**config.mk**
```make
export PLATFORM = sky130hd
export DESIGN_NAME = vga_bus_pipe
export DESIGN_NICKNAME = d
export VERILOG_FILES = /design/src/rtl/vga_bus_pipe.sv
export SDC_FILE = /design/constraint.sdc
export NUM_CORES = 1
export LEC_CHECK = 0
export BUFFER_PORTS_ARGS = -buffer_cell sky130_fd_sc_hd__buf_2
export CAP_MARGIN = 20
export CORE_ASPECT_RATIO = 1.1
export CORE_MARGIN = 2
export CORE_UTILIZATION = 25
export CTS_CLUSTER_DIAMETER = 40
export DETAILED_ROUTE_END_ITERATION = 10
export GPL_TIMING_DRIVEN = 1
export HOLD_SLACK_MARGIN = 0.03
export PLACE_DENSITY_LB_ADDON = 0.1
export REMOVE_ABC_BUFFERS = 1
export SYNTH_ARGS = -nofsm -noshare
export SYNTH_HDL_FRONTEND = slang
export SYNTH_SLANG_ARGS = --single-unit
```
**constraint.sdc**
```tcl
create_clock -name clk -period 1.6 [get_ports clk]
set_input_delay 0.24 -clock clk [delete_from_list [all_inputs] [get_ports clk]]
set_output_delay 0.24 -clock clk [all_outputs]
set_load 0.005 [all_outputs]
```
**src/rtl/vga_bus_pipe.sv**
```systemverilog
// Fixed-latency delay line for a VGA timing bus (counts, syncs, blanks, rgb),
// with optional rgb blanking and a frame-start pulse/counter taken at the output.
module vga_bus_pipe #(
   parameter int unsigned HC_W        = 11,
   parameter int unsigned VC_W        = 11,
   parameter int unsigned RGB_W       = 12,
   parameter int unsigned DELAY       = 1,
   parameter bit          BLANK_FORCE = 1'b1,
   parameter bit          SYNC_POL    = 1'b0,
   parameter int unsigned FRAME_W     = 16
) (
   input  logic               clk,
   input  logic               rst_n,
   input  logic [HC_W-1:0]    in_hcount,
   input  logic [VC_W-1:0]    in_vcount,
   input  logic               in_hsync,
   input  logic               in_vsync,
   input  logic               in_hblnk,
   input  logic               in_vblnk,
   input  logic [RGB_W-1:0]   in_rgb,
   output logic [HC_W-1:0]    out_hcount,
   output logic [VC_W-1:0]    out_vcount,
   output logic               out_hsync,
   output logic               out_vsync,
   output logic               out_hblnk,
   output logic               out_vblnk,
   output logic [RGB_W-1:0]   out_rgb,
   output logic               frame_start,
   output logic [FRAME_W-1:0] frame_cnt
);

   localparam int unsigned BUS_W = HC_W + VC_W + 4 + RGB_W;

   generate
      if (DELAY < 1 || DELAY > 16) begin : g_bad_delay
         $error("vga_bus_pipe: DELAY must be in the range 1..16");
      end
   endgenerate

   // No handshake: one pixel is accepted every clock, there is no stall path.
   logic [BUS_W-1:0] bus_in;
   logic [BUS_W-1:0] stage [DELAY];
   logic [RGB_W-1:0] rgb_d;
   logic             blank_d;
   logic             vs_q;

   assign bus_in = {in_hcount, in_vcount, in_hsync, in_vsync, in_hblnk, in_vblnk, in_rgb};

   always_ff @(posedge clk or negedge rst_n) begin
      if (!rst_n) begin
         for (int i = 0; i < int'(DELAY); i++) begin
            stage[i] <= '0;
         end
      end else begin
         stage[0] <= bus_in;
         for (int i = 1; i < int'(DELAY); i++) begin
            stage[i] <= stage[i-1];
         end
      end
   end

   assign {out_hcount, out_vcount, out_hsync, out_vsync, out_hblnk, out_vblnk, rgb_d} =
          stage[DELAY-1];

   // Blanking is applied after the last stage so it costs no extra latency.
   assign blank_d = out_hblnk | out_vblnk;
   assign out_rgb = (BLANK_FORCE && blank_d) ? '0 : rgb_d;

   // vs_q resets to 0, so with active-low sync the reset-cleared output is not an edge.
   assign frame_start = (out_vsync == SYNC_POL) && (vs_q != SYNC_POL);

   always_ff @(posedge clk or negedge rst_n) begin
      if (!rst_n) begin
         vs_q      <= 1'b0;
         frame_cnt <= '0;
      end else begin
         vs_q <= out_vsync;
         if (frame_start) begin
            frame_cnt <= frame_cnt + FRAME_W'(1);
         end
      end
   end

endmodule

```
==> metrics <==
Final Hold Viols 0; worst relative slew slack about three quarters; asr flop ratio synth 100.0%; vias per cell 3.776; clock tree root buffer cell clkbuf_8; # Max-Cap Violations 0; num ports 95; total gr overflow 0; Tmin final 1.484 ns; Yosys top cell area share 70.69%; H-tree Lvls 2; post-synthesis register bit count between 50 and 60; status finished, final reports clean; Detail Route Antenna Nets 0; top cells by area, synth dfrtp_1 (71%), buf_4 (8.5%), xnor2_1 (4.0%); CTS buffer count 5; Combinational Power Share 14.9%; worst r2r path cells 5; Final Max Tran Viols 0; Startpoint Class flip-flop; # nets final around 300; fillers 758; Rows 33; clk slew on worst S/H paths roughly 0.090 ns; required time worst endpoint 1.36 ns; insertion delay to the later sink of the worst-skew pair ~0.3 ns; fmax approximately 670 MHz; starting density of the core approximately a quarter; Setup Viol. Count Final 0; cts repair resizes 0; worst hold path type reg -> reg; DRT Wirelength 4198 um; pre-CTS setup slack roughly 0.16 ns; Port Buffers 94; Worst Max-Slew Pin Slew 0.3860 ns; Slowest cell on crit path dfrtp_1; CP Max Fanout 5; Remaining DRCs 0; initial antenna violation count 0; CP Cell Sequence nor2b_1 -> buf_2; clock tree buffer depth 2; Arr. time, crit path 1.24 ns; post-synth top area cell dfrtp_1; GRT Total Usage 10.28%; Avg Inst Size Synth ~14 um2; leading cell types by count after synthesis dfrtp_1 (55), buf_4 (22), and2_1 (12); floorplan core area 7515 um2; via count 1,363; Die Area between 8000 and 9000 um2; largest stage delay on the critical path between 0.4 and 0.5 ns; synthesized area between 1500 and 2000 um2; crit share post-route 92.75%; sw frac 25.58%; initial drt markers 51; vias in the first global route 1,362; Die X a little under 90 um; Distinct cells, synth 21; Power Dens Cells 954.3 nW/um2; CTS tree done; Routed WL per cell 11.63 um; switching power total 705.8 uW; antenna fix cells 0; layout cell share with drive strength beyond 1 43.36%; sequential area share after synthesis 70.69%; RSZ-0062 raised after global routing no; clock sink count 55; Mapped Cells 136; Tot Pwr 2759 uW; non-filler cells, final 361; Max Clock Skew 0.007205 ns; setup TNS 0 ns; kind of critical path reg -> out; synthesis warning total 0; largest net degree at the start of global routing 56; Post-synth EDFFs 0; DRT Pass-1 Iters 6; Static Leak 0.001451 uW; Syn-to-layout area delta 48.52%; Clock Power Share 26.5%; predominant post-synthesis flop cell dfrtp_1; maximum vdd drop 499.6 uV; sequential share of power ~60%; worst hold slack ~0.44 ns; Die H 96.56 um; HPWL Detailed 2866 um; first-pass GRT wire length ~6600 um; routability congestion estimate 0.6989; final setup margin 0.1161 ns; placed insts about 320; kind of end point of the critical path primary output; Int Power 2054 uW; worst hold path depth 0; most instantiated library cell after synthesis dfrtp_1
worst paths after layout:
path	endpoint	slack [ns]	start
setup / recovery	frame_start	0.12	stage[14]
hold / removal	vs_q	0.44	stage[14]
max in group asynchronous	frame_cnt[5]	0.88	rst_n
setup reg to reg	frame_cnt[12]	0.17	frame_cnt[0]
min in group asynchronous	stage[14]	0.45	rst_n
hold reg to reg	vs_q	0.44	stage[14]
routing by layer:
metal  wire, um  track usage (%)
met5          0                0
met4         95            4.167
met3        290            3.993
met2       2085            16.48
met1       1725            12.45
power groups by stage:
| stage | registers [uW] | logic (uW) | clock network [uW] |
|---|---|---|---|
| after global placement | 1640 | 357 | 0 |
| after detailed placement | 1650 | 343 | 0 |
| after floorplan | 1640 | 107 | 0 |
| after global routing | 1640 | 469 | 841 |
| final | 1620 | 410 | 732 |
| after CTS | 1620 | 406 | 784 |
cell type report:
class | instances | area (um2) | area share, %
timing repair buffer | 137 | 903.4 | 31.24
sequential | 55 | 1376 | 47.60
clock inverter | 2 | 13.76 | 0.4760
multi-input combinational | 56 | 394.1 | 13.63
inverter | 1 | 3.754 | 0.1298
tap | 105 | 131.4 | 4.543
clock buffer | 5 | 68.82 | 2.380
placed cells by master (no fill, tap or decap), types with 2 or more instances in the layout:
master         instances
buf_2                 94
dfrtp_1               55
dlygate4sd3_1         39
and2_1                12
xnor2_1                9
nand2_1                6
xor2_1                 6
nor2_1                 5
clkbuf_8               5
nand4_1                4
buf_4                  3
nand4_2                2
nor3_2                 2
nor3_1                 2
registers in the layout, summed over array words and instances, names as in the netlist:
name       cells
stage         38
frame_cnt     16
vs_q           1
worst max-delay path, delay by kind of cell, from the launching register on:
family                 cells  cell delay [ns]
AND/OR/NAND/NOR            1             0.34
flip-flops                 1             0.41
buffers and inverters      1             0.19
cells by family (layout without fill, tap and decap cells):
group,count (synthesis),after routing,synth area share [%]
buf+inv,25,145,9.062
simple gates,39,39,12.28
mux,1,1,0.5784
flops,55,55,70.69
xor+xnor,15,15,6.748
fa+ha+maj,1,1,0.6426
stage by stage:
step | utilization (%) | area, um2
floorplan | - | 1774
global placement | 32.18 | 2419
detailed placement | 32.18 | 2419
CTS | 37.55 | 2821
global route | 38.48 | 2892
finish | 38.48 | 2892
timing repair:
| item | 4_1_cts | 5_1_grt |
|---|---|---|
| hold endpoints to repair | 86 | 7 |
| buffers inserted | 0 | 0 |
| hold buffers | 32 | 7 |
(Power assumes the default switching activity.)
